==> src/rtl/regfile_dump_reader_pkg.sv <==
// rtl/regfile_dump_reader_pkg.sv - shared constants and state encoding for the register dump reader
package regfile_dump_reader_pkg;

    localparam int BYTE_W         = 8;
    localparam int DEF_WIDTH_B    = 32;
    localparam int DEF_ADDR_B     = 5;
    localparam int BYTES_PER_WORD = DEF_WIDTH_B / BYTE_W;
    localparam int NUM_REGS       = 2 ** DEF_ADDR_B;

    typedef enum logic [1:0] {
        ST_IDLE = 2'd0,
        ST_ADDR = 2'd1,
        ST_SEND = 2'd2,
        ST_DONE = 2'd3
    } state_t;

    function automatic int bytes_per_word(input int width);
        return width / BYTE_W;
    endfunction

    // Keeps counters at least one bit wide when a word is a single byte.
    function automatic int cnt_width(input int n);
        return (n > 1) ? $clog2(n) : 1;
    endfunction

endpackage

==> src/rtl/regfile_dump_reader_word_byte_serializer.sv <==
// rtl/regfile_dump_reader_word_byte_serializer.sv - loads a word and emits it MSB byte first over valid/ready
module word_byte_serializer
    import regfile_dump_reader_pkg::*;
#(
    parameter int width_B = 32
) (
    input  logic               clk,
    input  logic               reset,
    input  logic               load_i,
    input  logic [width_B-1:0] word_i,
    input  logic               ready_i,
    output logic [BYTE_W-1:0]  data_o,
    output logic               valid_o,
    output logic               last_byte_o,
    output logic               fire_o
);

    localparam int BPW   = bytes_per_word(width_B);
    localparam int CNT_W = cnt_width(BPW);

    logic [width_B-1:0] shift_q, shift_d;
    logic [CNT_W-1:0]   cnt_q, cnt_d;
    logic               valid_q, valid_d;

    assign fire_o      = valid_q & ready_i;
    assign last_byte_o = (cnt_q == CNT_W'(BPW - 1));
    assign data_o      = shift_q[width_B-1 -: BYTE_W];
    assign valid_o     = valid_q;

    // Valid stays up across stalls and only falls after the last byte is taken.
    always_comb begin
        shift_d = shift_q;
        cnt_d   = cnt_q;
        valid_d = valid_q;
        if (load_i) begin
            shift_d = word_i;
            cnt_d   = '0;
            valid_d = 1'b1;
        end else if (fire_o) begin
            shift_d = shift_q << BYTE_W;
            cnt_d   = cnt_q + 1'b1;
            if (last_byte_o) begin
                valid_d = 1'b0;
            end
        end
    end

    always_ff @(posedge clk or posedge reset) begin
        if (reset) begin
            shift_q <= '0;
            cnt_q   <= '0;
            valid_q <= 1'b0;
        end else begin
            shift_q <= shift_d;
            cnt_q   <= cnt_d;
            valid_q <= valid_d;
        end
    end

endmodule

==> src/rtl/regfile_dump_reader.sv <==
// rtl/regfile_dump_reader.sv - walks the register file debug port and streams every word as bytes
module regfile_dump_reader
    import regfile_dump_reader_pkg::*;
#(
    parameter int width_B = 32,
    parameter int Addr_B  = 5
) (
    input  logic               clk,
    input  logic               reset,
    input  logic               start,
    output logic [Addr_B-1:0]  Dbg_Addr,
    input  logic [width_B-1:0] Dbg_Data,
    output logic [BYTE_W-1:0]  tx_data,
    output logic               tx_valid,
    input  logic               tx_ready,
    output logic               busy,
    output logic               done
);

    localparam logic [Addr_B-1:0] ADDR_MAX = '1;

    state_t            state_q, state_d;
    logic [Addr_B-1:0] addr_q, addr_d;
    logic              load;
    logic              fire;
    logic              last_byte;

    assign Dbg_Addr = addr_q;

    always_ff @(posedge clk or posedge reset) begin
        if (reset) begin
            state_q <= ST_IDLE;
            addr_q  <= '0;
        end else begin
            state_q <= state_d;
            addr_q  <= addr_d;
        end
    end

    // End of dump is the all-ones address, so the counter never wraps into a second pass.
    always_comb begin
        state_d = state_q;
        addr_d  = addr_q;
        case (state_q)
            ST_IDLE: begin
                if (start) begin
                    state_d = ST_ADDR;
                    addr_d  = '0;
                end
            end
            ST_ADDR: state_d = ST_SEND;
            ST_SEND: begin
                if (fire && last_byte) begin
                    if (addr_q == ADDR_MAX) begin
                        state_d = ST_DONE;
                    end else begin
                        state_d = ST_ADDR;
                        addr_d  = addr_q + 1'b1;
                    end
                end
            end
            ST_DONE: begin
                state_d = ST_IDLE;
                addr_d  = '0;
            end
            default: begin
                state_d = ST_IDLE;
                addr_d  = '0;
            end
        endcase
    end

    always_comb begin
        load = (state_q == ST_ADDR);
        busy = (state_q != ST_IDLE);
        done = (state_q == ST_DONE);
    end

    word_byte_serializer #(
        .width_B (width_B)
    ) u_ser (
        .clk         (clk),
        .reset       (reset),
        .load_i      (load),
        .word_i      (Dbg_Data),
        .ready_i     (tx_ready),
        .data_o      (tx_data),
        .valid_o     (tx_valid),
        .last_byte_o (last_byte),
        .fire_o      (fire)
    );

endmodule
==> config.mk <==
export PLATFORM = sky130hd
export DESIGN_NAME = regfile_dump_reader
export DESIGN_NICKNAME = d
export VERILOG_FILES = /design/src/rtl/regfile_dump_reader_pkg.sv /design/src/rtl/regfile_dump_reader_word_byte_serializer.sv /design/src/rtl/regfile_dump_reader.sv
export SDC_FILE = /design/constraint.sdc
export NUM_CORES = 1
export LEC_CHECK = 0
export ABC_AREA = 1
export CORE_MARGIN = 5
export CORE_UTILIZATION = 40
export CTS_BUF_LIST = sky130_fd_sc_hd__clkbuf_8
export DETAILED_ROUTE_END_ITERATION = 12
export MAX_ROUTING_LAYER = met4
export PLACE_DENSITY = 0.68
export SETUP_SLACK_MARGIN = 0.1
export SYNTH_ARGS = -nofsm -noshare
export SYNTH_HDL_FRONTEND = slang
export SYNTH_SLANG_ARGS = --single-unit
export TNS_END_PERCENT = 50
==> constraint.sdc <==
create_clock -name clk -period 2.55 [get_ports clk]
set_clock_uncertainty 0.15 [all_clocks]
set_input_delay 0.255 -clock clk [delete_from_list [all_inputs] [get_ports clk]]
set_output_delay 0.255 -clock clk [all_outputs]
set_load 0.03 [all_outputs]
After elaboration in Yosys (flattened, before gate mapping):

Index checks and enable logic that the tools add are counted.

* bits in registers: 42
* input port bits: 36
* output and inout port bits: 16
* word-level logic and storage cells: 40

* add/sub/neg operators: 2
* equal/unequal tests: 8
* mux-type cells: 15
* bitwise logic cells: 1
* reductions and logical operators: 9

Operators with widths (number)
* $mux 32: 2
* $mux 5: 3
* $pmux 5 s3: 1
* $mux 2: 5
* $pmux 2 s4: 1
* $eq 2x2->1 const B: 3
* $ne 2x2->1 const B: 3
* $reduce_bool 2->1: 3
* $add 5x1->5 const B: 1
* $eq 5x5->1 const B: 1
* $reduce_and 2->1: 2
* $reduce_and 4->1: 1
* $mux 1: 3
* $reduce_bool 3->1: 1
* $add 2x1->2 const B: 1
* $eq 2x1->1 const B: 1
* $logic_not 2->1: 1
* $and 1x1->1: 1
* $logic_and 1x1->1: 1

Logic depth before layout (Yosys ltp):

* word-level depth: 4
* depth in mapped cells: 9
* depth with buffers taken out: 9

Modules after synthesis:

A second synthesis with hierarchy kept.

* cell total of the unflattened synthesis: 291
* area total of the unflattened synthesis: 2223.4 µm²

By module, submodules not included
* word_byte_serializer: times used 1, cells an instance 234, area an instance 1809.2 µm²
* regfile_dump_reader: times used 1, cells an instance 57, area an instance 414.1 µm²

Least setup slack after synthesis:

OpenSTA, ideal clock, no wires.

* kind: reg2reg
* from: register addr_q[0] (netlist: Dbg_Addr[0])
* to: register addr_q[0] (netlist: Dbg_Addr[0])
* setup time: 123 ps
* data arrival time: 1450 ps
* required time: 2277 ps
* slack: 827 ps
* cell stages (with the launch flop): 9
* buffers on the path: 0
* clock period less this slack: 1723 ps
* path through: dfrtp_1 ha_1 nand2_1 nor2_1 ha_1 nand3_1 nand2_2 o21ai_0 nand2_1

* word-level cells in the longest chain between the ends: 4

Ends and longest elaborated chain
* start: declaration: RTL line regfile_dump_reader.sv:23 `logic [Addr_B-1:0] addr_q, addr_d;`
* start signal: assignment: RTL line regfile_dump_reader.sv:36 `addr_q <= addr_d;`
* $add 5x1->5: RTL line regfile_dump_reader.sv:58 `addr_d = addr_q + 1'b1;`
* $mux 5: RTL line regfile_dump_reader.sv:54 `if (addr_q == ADDR_MAX) begin`
* $mux 5: RTL line regfile_dump_reader.sv:53 `if (fire && last_byte) begin`
* $pmux 5 s3: RTL line regfile_dump_reader.sv:44 `case (state_q)`

Parallel ways exist; a longest one is shown, timed or not. The select of a mux whose other input is x is not followed.
A chain may end at the register's enable or synchronous reset.

Worst setup path after layout:

* from: register state_q[0]
* to: output port busy

* word-level cells in the longest chain between the ends: 1

Ends and longest elaborated chain
* start: declaration: RTL line regfile_dump_reader.sv:22 `state_t state_q, state_d;`
* start signal: assignment: RTL line regfile_dump_reader.sv:35 `state_q <= state_d;`
* $reduce_bool 2->1: RTL line regfile_dump_reader.sv:75 `busy = (state_q != ST_IDLE);`
* end: declaration: RTL line regfile_dump_reader.sv:16 `output logic busy,`

No other way between the ends.

==> metrics.csv <==
stage,metric,value,unit
outcome,status,completed,
yosys,Synth Net Count,256,
critical_path,"setup slack, reg-to-reg",810,ps
floorplan,Vert. Die Dim,79.9,um
timing,max_slew headroom,42.9,%
clock_network,CTS Hold Bufs,0,
critical_path,Startpoint Class,flip-flop,
yosys,part of the Yosys area used for sequential elements,53.8,%
floorplan,Die W,79.9,um
yosys,Seq cells post-synth,42,
floorplan,die area,0.00638,mm2
timing,fmax,482,MHz
timing,Final Hold Violating Endpoints,0,
clock_network,Clock transition at path regs,80,ps
power,P_leak,1.20,nW
clock_network,CTS Buf Count,5,
job,maxcap violations,0,
finish,Nets,301,
clock_network,CTS tree,done,
timing,RSZ-0062 raised after global routing,false,
yosys,Post-Synthesis Cells,217,
timing,Worst-Margin Slew,855,ps
critical_path,Worst R2R Start,Dbg_Addr[0],
finish,# diodes,0,
global_route,vias in the first global route,1527,
critical_path,CP Data Required Time,2140,ps
floorplan,standard-cell rows,25,
global_route,initial antenna violation count,0,
place,Placer Congestion,0.762,
place,pre-CTS setup slack,786,ps
critical_path,Critical Path AT,1670,ps
global_route,first-pass GRT wire length,7200,um
place,# port buffers,51,
yosys,Yosys top cell by area,dfrtp_1,
yosys,Mapped Area,0.00195,mm2
floorplan,Initial Utilization,41.4,%
drt,via/cell ratio,4.64,
min_path,hold crit path type,input pin to asynchronous set/reset pin,
yosys,top post-synthesis cells by area,"dfrtp_1 54%, nand2_1 14%, nand3_1 5.1%",
yosys,YS warnings,0,
yosys,Cell variety after synth,20,
clock_network,H-tree depth,2,
critical_path,reg2reg end,Dbg_Addr[4],
drt,DRC errors left,0,
clock_network,Root Driver,clkbuf_8,
power,Pwr Density,1200,mW/mm2
yosys,Synth top area share,53.8,%
power,Max VDD drop,0.411,mV
drt,DR pass1 iterations,4,
global_route,total gr overflow,0,
timing,min cycle time layout,2070,ps
drt,final WL,4200,um
clock_network,Sink Count,42,
global_route,Total GRT Usage,15.1,%
global_route,largest net degree at the start of global routing,43,
timing,Pins Over Slew Limit,0,
critical_path,CP endpoint kind,output port,
floorplan,Placeable Area,0.00472,mm2
timing,Final Cycle Share,81.3,%
drt,Iteration-0 DRC Markers,108,
drt,DR WL/cell,12.7,um
floorplan,I/O pin total,52,
clock_network,Resized cells post-CTS,0,
place,DP HPWL,2950,um
yosys,syn avg cell area,9.00,um2
critical_path,crit-path max FO,5,
critical_path,length in cells of the worst reg-to-reg path,8,
clock_network,Max clock buf depth,2,
clock_network,post-CTS setup buffer count,0,
drt,Routed Antenna Nets,0,
clock_network,Worst-Skew Late Latency,290,ps
finish,share of cells above drive strength 1,7.60,%
drt,Vias,1530,
critical_path,WS Path Type,flip-flop to output port,
timing,setup violators final,0,
timing,final setup margin,476,ps
finish,Layout area overhead,30.6,%
timing,Sum Neg Setup Slack,0,ps
## cells by family after synthesis
| family | synth area share (%) |
|---|---|
| compound gates | 7.69 |
| buf+inv | 7.88 |
| simple gates | 28.7 |
| flops | 53.8 |
| fa+ha+maj | 1.92 |
## critical path: stages, from the launching register on
cell and delay, ps:
dfrtp_1 500, inv_2 130, nand2_1 90, clkdlybuf4s50_1 660
## per-layer routing
metal / GRT usage (%) / vias up / wire [um]
met1: 19.7 / 687 / 1910
met4: 7.09 / 0 / 74
met2: 22.8 / 46 / 1960
li1: - / 790 / -
met3: 2.82 / 7 / 252
met5: - / - / 0
## metrics by stage
stage | power (mW) | area, um2 | util (%) | hold slack, ps | cells
floorplan | 2.25 | 1950 | - | 238 | 217
CTS | 3.09 | 2550 | 54.0 | 332 | 330
global placement | 2.54 | 2440 | 51.7 | 307 | 322
detailed placement | 2.58 | 2440 | 51.7 | 314 | 322
finish | 3.06 | 2550 | 54.0 | 299 | 330
global route | 3.32 | 2550 | 54.0 | 363 | 330
## layout make-up
type	instances	area [um2]
inverter	10	42.5
multi-input combinational	151	748
clock inverter	3	37.5
sequential	42	1050
fill	450	2170
timing repair buffer	52	518
clock buffer	5	68.8
tap	67	83.8
## worst max path at each step
stage                           start          end  slack, ps
after global routing       state_q[0]         busy        380
after floorplan           Dbg_Addr[0]  Dbg_Addr[0]        830
final                      state_q[0]         busy        480
after global placement     state_q[0]         busy        810
after CTS                  state_q[0]         busy        460
after detailed placement   state_q[0]         busy        790
## flip-flops by register name (all words and copies together), names as in the netlist
| name | flops |
|---|---|
| state_q | 2 |
| u_ser.shift_q | 32 |
| u_ser.cnt_q | 2 |
| Dbg_Addr | 5 |
| u_ser.valid_o | 1 |
## power breakdown
part,switching (mW),internal [mW]
Sequential,0.200,0.971
Combinational,0.843,0.540
Clock,0.221,0.285
Total,1.26,1.80
## synthesized netlist by cell type
| cell type | n |
|---|---|
| buf_6 | 3 |
| a21oi_1 | 1 |
| buf_2 | 2 |
| nand2_4 | 2 |
| inv_6 | 1 |
| a22o_1 | 8 |
| inv_2 | 3 |
| dfrtp_1 | 42 |
| o21ai_0 | 5 |
| buf_4 | 9 |
| nand3b_1 | 1 |
| nor2_8 | 1 |
| nand2_1 | 71 |
| nor2_1 | 26 |
| nand2_2 | 2 |
| inv_1 | 6 |
| o22ai_1 | 8 |
| nand3_1 | 20 |
| nor2_4 | 3 |
| ha_1 | 3 |
## cells in the final DEF (no fill, tap or decap)
| cell | count |
|---|---|
| a21oi_1 | 1 |
| o22ai_1 | 8 |
| inv_2 | 4 |
| ha_1 | 3 |
| nor2_8 | 1 |
| clkdlybuf4s50_1 | 51 |
| nand2_1 | 71 |
| a22o_1 | 8 |
| dfrtp_1 | 42 |
| bufinv_16 | 1 |
| nor2_1 | 26 |
| nand3_1 | 20 |
| nand3b_1 | 1 |
| nand2_4 | 2 |
| buf_4 | 1 |
| nand2_2 | 2 |
| nor2_4 | 3 |
| clkbuf_8 | 5 |
| inv_6 | 1 |
| inv_1 | 7 |
| o21ai_0 | 5 |
Power figures use the tool's default switching activity.
